--- config.mk ---
export PLATFORM = sky130hd
export DESIGN_NAME = hipage_responder
export DESIGN_NICKNAME = d
export VERILOG_FILES = /design/src/rtl/hipage_pkg.sv /design/src/rtl/hipage_responder_hram.sv /design/src/rtl/hipage_responder.sv
export SDC_FILE = /design/constraint.sdc
export NUM_CORES = 1
export LEC_CHECK = 0
export CAP_MARGIN = 20
export CORE_ASPECT_RATIO = 0.5
export CORE_MARGIN = 1.5
export CORE_UTILIZATION = 40
export DETAILED_ROUTE_END_ITERATION = 12
export GPL_TIMING_DRIVEN = 0
export PLACE_DENSITY = 0.66
export SLEW_MARGIN = 0
export SYNTH_ARGS = -nofsm -noshare
export SYNTH_HDL_FRONTEND = slang
export SYNTH_SLANG_ARGS = --single-unit
--- constraint.sdc ---
create_clock -name clk -period 4.2 [get_ports clk]
set_clock_uncertainty 0.05 [all_clocks]
set_input_delay 0.84 -clock clk [delete_from_list [all_inputs] [get_ports clk]]
set_output_delay 0.84 -clock clk [all_outputs]
set_load 0.05 [all_outputs]
--- src/rtl/hipage_pkg.sv ---
// Shared types and address constants for the CPU high-page responder.
package hipage_pkg;

  typedef enum logic [2:0] {IDLE, T1, T2, T3, T4} state_t;

  typedef enum logic [1:0] {NONE, IO, HRAM, IE} region_t;

  localparam logic [15:0] HIPAGE_BASE = 16'hff00;
  localparam logic [15:0] HRAM_BASE   = 16'hff80;
  localparam logic [15:0] IE_ADR      = 16'hffff;

  // IE is checked first because $FFFF also falls inside the HRAM page.
  function automatic region_t classify(input logic [15:0] adr);
    if (adr == IE_ADR)
      return IE;
    else if (adr[15:7] == HRAM_BASE[15:7])
      return HRAM;
    else if (adr[15:7] == HIPAGE_BASE[15:7])
      return IO;
    else
      return NONE;
  endfunction

endpackage

--- src/rtl/hipage_responder_hram.sv ---
// 127-byte high RAM with synchronous read and synchronous write.
module hram_127x8 (
  input  logic       clk,
  input  logic [6:0] adr,
  input  logic       we,
  input  logic [7:0] wdata,
  output logic [7:0] rdata
);

  logic [7:0] mem [0:126];

  // Offset 7'h7f belongs to IE, so it is never stored and reads as zero.
  always_ff @(posedge clk) begin
    if (we && (adr != 7'h7f))
      mem[adr] <= wdata;
    rdata <= (adr == 7'h7f) ? 8'h00 : mem[adr];
  end

endmodule

--- src/rtl/hipage_responder.sv ---
// High-page ($FF00-$FFFF) bus responder: local HRAM and IE, I/O strobes for $FF00-$FF7F.
module hipage_responder
  import hipage_pkg::*;
#(
  parameter logic [7:0] IE_RESET = 8'h00,
  parameter logic [7:0] IE_MASK  = 8'hff
) (
  input  logic        clk,
  input  logic        reset_n,
  input  logic        t1,
  input  logic [15:0] adr,
  input  logic        rd,
  input  logic        wr,
  input  logic [7:0]  wdata,
  output logic [7:0]  rdata,
  output logic        rdata_oe,
  output logic [6:0]  io_adr,
  output logic        io_rd,
  output logic        io_wr,
  output logic [7:0]  io_wdata,
  input  logic [7:0]  io_rdata
);

  state_t  state, state_nxt;
  region_t region_in, region_q;
  logic       access_ok;
  logic       rd_q, wr_q;
  logic [6:0] adr_lo;
  logic [7:0] ie_q;
  logic [7:0] rd_buf;
  logic [7:0] hram_rdata;
  logic       commit;
  logic       hram_we;

  assign region_in = classify(adr);
  // A real access needs a mapped region and exactly one of rd/wr.
  assign access_ok = (region_in != NONE) && (rd != wr);

  // A write lands on the edge ending T3 unless a new M-cycle starts on that same edge.
  assign commit  = (state == T3) && wr_q && !t1;
  assign hram_we = commit && (region_q == HRAM);

  // State register.
  always_ff @(posedge clk or negedge reset_n) begin
    if (!reset_n)
      state <= IDLE;
    else
      state <= state_nxt;
  end

  // T-state sequencing; any t1 restarts the M-cycle, no-op accesses park in IDLE.
  always_comb begin
    state_nxt = state;
    case (state)
      T1:      state_nxt = T2;
      T2:      state_nxt = T3;
      T3:      state_nxt = T4;
      T4:      state_nxt = IDLE;
      default: state_nxt = IDLE;
    endcase
    if (t1)
      state_nxt = access_ok ? T1 : IDLE;
  end

  // Latch the access attributes at the start of each real access.
  always_ff @(posedge clk or negedge reset_n) begin
    if (!reset_n) begin
      region_q <= NONE;
      rd_q     <= 1'b0;
      wr_q     <= 1'b0;
      adr_lo   <= 7'h00;
    end else if (t1 && access_ok) begin
      region_q <= region_in;
      rd_q     <= rd;
      wr_q     <= wr;
      adr_lo   <= adr[6:0];
    end
  end

  // Capture I/O or IE read data on the edge ending T2 so it is stable for T3/T4.
  always_ff @(posedge clk or negedge reset_n) begin
    if (!reset_n)
      rd_buf <= 8'h00;
    else if ((state == T2) && rd_q)
      rd_buf <= (region_q == IO) ? io_rdata : (ie_q | ~IE_MASK);
  end

  // Commit IE and I/O write data on the edge ending T3.
  always_ff @(posedge clk or negedge reset_n) begin
    if (!reset_n) begin
      ie_q     <= IE_RESET;
      io_wdata <= 8'h00;
    end else if (commit) begin
      if (region_q == IE)
        ie_q <= wdata & IE_MASK;
      if (region_q == IO)
        io_wdata <= wdata;
    end
  end

  hram_127x8 u_hram (
    .clk   (clk),
    .adr   (adr_lo),
    .we    (hram_we),
    .wdata (wdata),
    .rdata (hram_rdata)
  );

  assign io_adr   = adr_lo;
  assign io_rd    = (state == T2) && rd_q && (region_q == IO);
  assign io_wr    = (state == T4) && wr_q && (region_q == IO);
  assign rdata_oe = ((state == T3) || (state == T4)) && rd_q;
  assign rdata    = !rdata_oe          ? 8'h00 :
                    (region_q == HRAM) ? hram_rdata : rd_buf;

endmodule

# [Word-level counts from Yosys, hierarchy flattened]
# Memory sizes are Yosys's and may differ from the RTL's. A register that Yosys moved wholly into a read port is not among the register bits.
# Cells that the tools add are included.
[word_totals] regBits=38 mem_bits_rw=1016 input_bits=37 output_inout_bits=26 elab_cells=49 n_memories=1
[memory_table] name="u_hram.mem" depth=127 word_bits=8 read_ports=1 rd_ports_with_merged_regs=1 wr=1 line_no="hipage_responder_hram.sv:10" source="logic [7:0] mem [0:126];"
[op_classes] eq_ne=13 mux=11 reduce_logical=16
[op_table] operator="2-to-1 mux 8 bit" n=3
[op_table] operator="equality test 9 bit, second input constant" n=2
[op_table] operator="equality test 16 bit, second input constant" n=1
[op_table] operator="logical AND 1 bit" n=11
[op_table] operator="one-hot mux 3 bit (3 select lines)" n=1
[op_table] operator="equality test 7 bit, second input constant" n=1
[op_table] operator="inequality test 7 bit, second input constant" n=1
[op_table] operator="equality test 3 x 2 -> 1 bit, second input constant" n=2
[op_table] operator="equality test 2 bit, second input constant" n=2
[op_table] operator="2-to-1 mux 1 bit" n=4
[op_table] operator="2-to-1 mux 2 bit" n=2
[op_table] operator="AND reduction 2 bit" n=2
[op_table] operator="equality test 3 x 1 -> 1 bit, second input constant" n=1
[op_table] operator="equality test 3 bit, second input constant" n=1
[op_table] operator="2-to-1 mux 3 bit" n=1
[op_table] operator="equality test 2 x 1 -> 1 bit, second input constant" n=1
[op_table] operator="nonzero test 2 bit" n=1
[op_table] operator="zero test 1 bit" n=1
[op_table] operator="logical OR 1 bit" n=1
[op_table] operator="inequality test 1 bit" n=1

# [Depth between registers and ports, before layout]
[logic_depth] depth_word=8 mapped_depth=10

# [By module]
# Synthesis repeated with hierarchy kept, for this count alone.
[unflattened] hier_cells=2436 hier_area_um2=41771.3
[by_module_without_submodules] mod="hram_127x8" instances=1 cells_per_inst=2288 area_each_um2=39904.5 seq_area_each_um2=30669.4
[by_module_without_submodules] mod="hipage_responder" instances=1 cells_per_inst=148 area_each_um2=1866.8 seq_area_each_um2=950.9

# [Worst setup path before layout]
# No wires, ideal clock.
[synth_timing] path_kind="register to register" startpoint="reg adr_lo[0], in the netlist io_adr[0]" endpoint="mem u_hram.mem[111][0], enable pin" arrival_ns=2.211 required_ns=3.780 path_slack_ns=1.568 stages_incl_launch_ff=8 path_buffers=4 period_less_slack_ns=2.632 path_cell_list="dfrtp_1 buf_2 buf_4 buf_2 and3_2 nand4_4 buf_2 nor2_1"
[synth_between] elab_chain_len=4
[synth_lines] element="start, declared" line_no="hipage_responder.sv:28" source="logic [6:0] adr_lo;"
[synth_lines] element="start signal, assigned" line_no="hipage_responder.sv:76" source="adr_lo <= adr[6:0];"
[synth_lines] element="inequality test 7 bit" line_no="hipage_responder_hram.sv:14" source="if (we && (adr != 7'h7f))"
[synth_lines] element="logical AND 1 bit" line_no="hipage_responder_hram.sv:14"
[synth_lines] element="2-to-1 mux 1 bit" line_no="hipage_responder_hram.sv:14"
[synth_lines] element="2-to-1 mux 1 bit (not written as such)" line_no="hipage_responder_hram.sv:15" source="mem[adr] <= wdata;"
[synth_lines] element="end, declared" line_no="hipage_responder_hram.sv:10"
# Several ways; a longest one is shown, not always the timed one.

# [Worst setup path in the final report]
[layout_timing] startpoint="reg state[2]" endpoint="out io_rd"
[layout_between] elab_chain_len=3
[layout_lines] element="start, declared" line_no="hipage_responder.sv:24" source="state_t state, state_nxt;"
[layout_lines] element="start signal, assigned" line_no="hipage_responder.sv:48" source="state <= state_nxt;"
[layout_lines] element="equality test 3 x 2 -> 1 bit" line_no="hipage_responder.sv:110" source="assign io_rd = (state == T2) && rd_q && (region_q == IO);"
[layout_lines] element="logical AND 1 bit (2 in series)" line_no="hipage_responder.sv:110"
[layout_lines] element="end, declared" line_no="hipage_responder.sv:18" source="output logic io_rd,"
# Every way passes these cells.

==> flow_summary_export.csv <==
group,metric,value,unit
final_layout,syn_to_final_growth,13.23,%
job,cap_violations,0,
power_and_ir_drop,clkPwrFrac,40.4,%
drt,routed_wl,101700,microns
power_and_ir_drop,ir_worst_vdd,0.3346,mV
critical_path,cp-start-kind,"register",
synth,synthMuxAreaShare,13.09,%
place,gp_congestion,0.9071,
synth,postSynthCellCount,2437,
clock_tree,cts_buffers,96,
final_layout,drive_gt1_share,11.69,%
timing,setup_viol_count_final,0,
synth,yosys.area_share.simple,2.738,%
final_layout,antenna_cells,0,
timing,timing.final.crit_period,3.788,ns
place,io_buffers,62,
timing,maxSlewViolCount,0,
clock_tree,htreeDepth,3,
power_and_ir_drop,pwr-share-seq,55.9,%
global_route,grt_overflow_total,0,
drt,via_per_inst,5.593,
critical_path,cp_max_fo,10,
global_route,grt_pass1_vias,22330,
synth,ys_seq_elements,1062,
power_and_ir_drop,combPwrFrac,3.7,%
global_route,grt_usage,18.94,%
synth,synthTopCellsByArea,"edfxtp_1 73%, mux2i_1 12%, o22ai_1 3.7%",
drt,num_vias,22810,
power_and_ir_drop,power.switching,4.374,mW
floorplanning,ioPinCount,63,
clock_tree,cts_tree,"yes",
global_route,antenna_found_initial,5,
timing,holdWs,0.2109,ns
synth,synth_compound_area_share,6.135,%
place,placed_cells,3909,
timing,worst_slack,0.4117,ns
timing,fin_tns_setup,0,ns
synth,synth_fa_ha_area_share,0,%
global_route,grt_pass1_wl,147800,microns
floorplanning,rows,83,
synth,synth_top_area_share,73.29,%
place,hpwl,64560,microns
critical_path,cp.required,3.31,ns
drt,dr.pass1.iters,7,
floorplanning,die_y,231.1,microns
critical_path,crit_arrival,2.90,ns
place,post-place-ws,0.1072,ns
synth,async_flop_share,3.578,%
drt,wire_per_inst,24.93,microns
floorplanning,initial_core_util,40.45,%
run_status,status,"completed",
power_and_ir_drop,power_leakage,14.06,nW
timing,finalCritPeriodShare,90.20,%
synth,synth_top_family_by_area,"multiplexers",
min_path,hp-class,"primary input to async pin",
timing,relSlewSlack,34.04,%
timing,max_freq,264.0,MHz
timing,rsz0062_at_grt,"false",
floorplanning,core_area,102900,sq um
synth,yosys_warnings,0,
final_layout,fillers,8734,
clock_tree,cts.clk_slew.worst_paths,0.06,ns
clock_tree,cts_sinks,1062,
drt,drt_drc_violations_left,0,
final_layout,final_nets,2642,
final_layout,fin_cells,4079,
critical_path,path_cells,"nor4bb_1 -> clkbuf_1 -> clkbuf_1 -> and2_1 -> dlymetal6s2s_1",
clock_tree,root_buffer,"clkbuf_16",
power_and_ir_drop,sw_frac_of_total,21.07,%
synth,yosysSeqAreaShare,75.96,%
synth,synthDistinctLibCells,40,
timing,hold_viol_final,0,
global_route,grt_max_degree,90,
synth,synthesis.nets,2474,
floorplanning,chipWidth,459.2,microns
critical_path,slowest_delay,0.47,ns
critical_path,crit_slowest_cell,"dfrtp_1",
critical_path,ff2ff_path_depth,7,
clock_tree,insertion_delay,0.67,ns
drt,drtIter0Drc,2480,
power_and_ir_drop,power.density,440.5,nW/um^2
critical_path,path_class,"register to output pin",
drt,drtAntennaViolNets,0,
floorplanning,die-area,106100,sq um
synth,post_synth.cell_area_avg,17.08,sq um
clock_tree,clockBufferDepth,3,
synth,yosys.area_share.xor_xnor,0.04208,%
final_layout,fin_util,45.80,%
synth,synth_top_cell_by_area,"edfxtp_1",
synth,synth_ff_type,"edfxtp_1",
critical_path,end_kind,"output pin",
power_and_ir_drop,p_int,16.39,mW
critical_path,cpMostUsedCell,"clkbuf_1",
timing,worstMarginPinSlew,0.9893,ns
synth,syn_area,41630,sq um
synth,synth_edf_count,1016,
power by group through the flow:
stage | clock (mW) | combinational, mW | sequential, mW
floorplan | 0 | 0.319 | 11.8
global placement | 0 | 0.716 | 11.9
detailed placement | 0 | 0.752 | 11.8
CTS | 8.45 | 0.754 | 11.6
global route | 8.87 | 0.801 | 11.6
finish | 8.39 | 0.762 | 11.6
through the flow:
stage                     area [sq um]  total power, mW
after global routing             47140            21.28
after detailed placement         44200            12.59
after CTS                        47130            20.82
final                            47140            20.76
after global placement           44000            12.62
after floorplan                  41630            12.17
layer usage:
metal | global-route usage [%] | routed length (microns) | vias to the layer above
met2 | 30.18 | 47270 | 950
li1 | - | - | 10000
met5 | 0 | 0 | -
met3 | 3.825 | 8016 | 172
met1 | 26.61 | 43870 | 11690
met4 | 4.884 | 2540 | 0
cell families (layout without fill, tap and decap cells):
logic type / count (synthesis) / in the layout
xor+xnor: 2 / 2
mux: 538 / 538
flops: 1062 / 1062
compound gates: 434 / 434
simple gates: 252 / 252
buf+inv: 149 / 389
cells in the final DEF (no fill, tap or decap), types with 3 or more instances in the layout:
master,synthesis,final
nand2b_1,4,4
o21ai_0,129,129
nand3_1,3,3
clkbuf_16,0,97
and2_1,3,3
nand2_1,55,55
a41oi_1,8,8
clkdlybuf4s50_1,0,52
edfxtp_1,1016,1016
buf_6,9,12
mux2_2,50,50
clkbuf_1,38,56
bufinv_16,0,5
dfxtp_1,8,8
clkinv_1,0,16
nand2_2,6,6
nor2b_1,8,8
o221ai_1,8,8
nand4_1,18,18
buf_2,44,45
buf_4,43,48
dfrtp_1,38,38
clkinv_2,0,22
o21ai_1,8,8
buf_16,0,7
mux2i_1,488,488
a31oi_1,9,9
o22ai_1,248,248
a21oi_1,24,24
buf_1,13,13
clkinvlp_4,0,6
nor2_1,141,141
registers in the layout (all words and copies together), names as in the netlist:
register	cells
state	3
ie_q	8
wr_q	1
rd_buf	8
io_adr	7
io_wdata	8
region_q	2
u_hram.mem	1016
rd_q	1
u_hram.rdata	8
worst paths after layout:
kind                       slack [ns]                          end                     from
max in group asynchronous        3.34        io_adr[3]$_DFFE_PN0P_                  reset_n
setup reg to reg                 0.59  u_hram.mem[37][4]$_DFFE_PP_    io_adr[0]$_DFFE_PN0P_
hold reg to reg                  0.46      io_wdata[2]$_DFFE_PN0P_  io_wdata[2]$_DFFE_PN0P_
min in group clk                 0.46      io_wdata[2]$_DFFE_PN0P_  io_wdata[2]$_DFFE_PN0P_
hold / removal                   0.21          ie_q[4]$_DFFE_PN0P_                  reset_n
setup / recovery                 0.41                        io_rd       state[2]$_DFF_PN0_
cell type report:
type,count,area (sq um),area share [%]
Sequential cell,1062,31620,67.08
Clock inverter,54,424.2,0.8999
Timing Repair Buffer,70,822.0,1.744
Inverter,1,3.754,0.007963
Tap cell,1402,1754,3.722
Clock buffer,116,2509,5.322
Multi-Input combinational cell,1226,9159,19.43
Buffer,148,843.3,1.789
cells in the mapped netlist (9+ instances only):
cell      count
buf_2        44
dfrtp_1      38
mux2i_1     488
buf_1        13
nand2_1      55
nor2_1      141
edfxtp_1   1016
buf_4        43
mux2_2       50
buf_6         9
nand4_1      18
o22ai_1     248
a31oi_1       9
a21oi_1      24
o21ai_0     129
clkbuf_1     38
worst max-delay path: cells and delay by family (launching register included):
family | cells | cell delay, ns
and+or+nand+nor | 2 | 0.59
DFF | 1 | 0.47
buffers and inverters | 3 | 1.17
timing repair:
| action | in CTS | in global routing |
|---|---|---|
| resized for setup | 0 | 1 |
| hold buffers | 0 | 0 |
| setup endpoints to repair | 0 | 1 |
| buffers inserted | 0 | 0 |
Power figures use the tool's default switching activity.
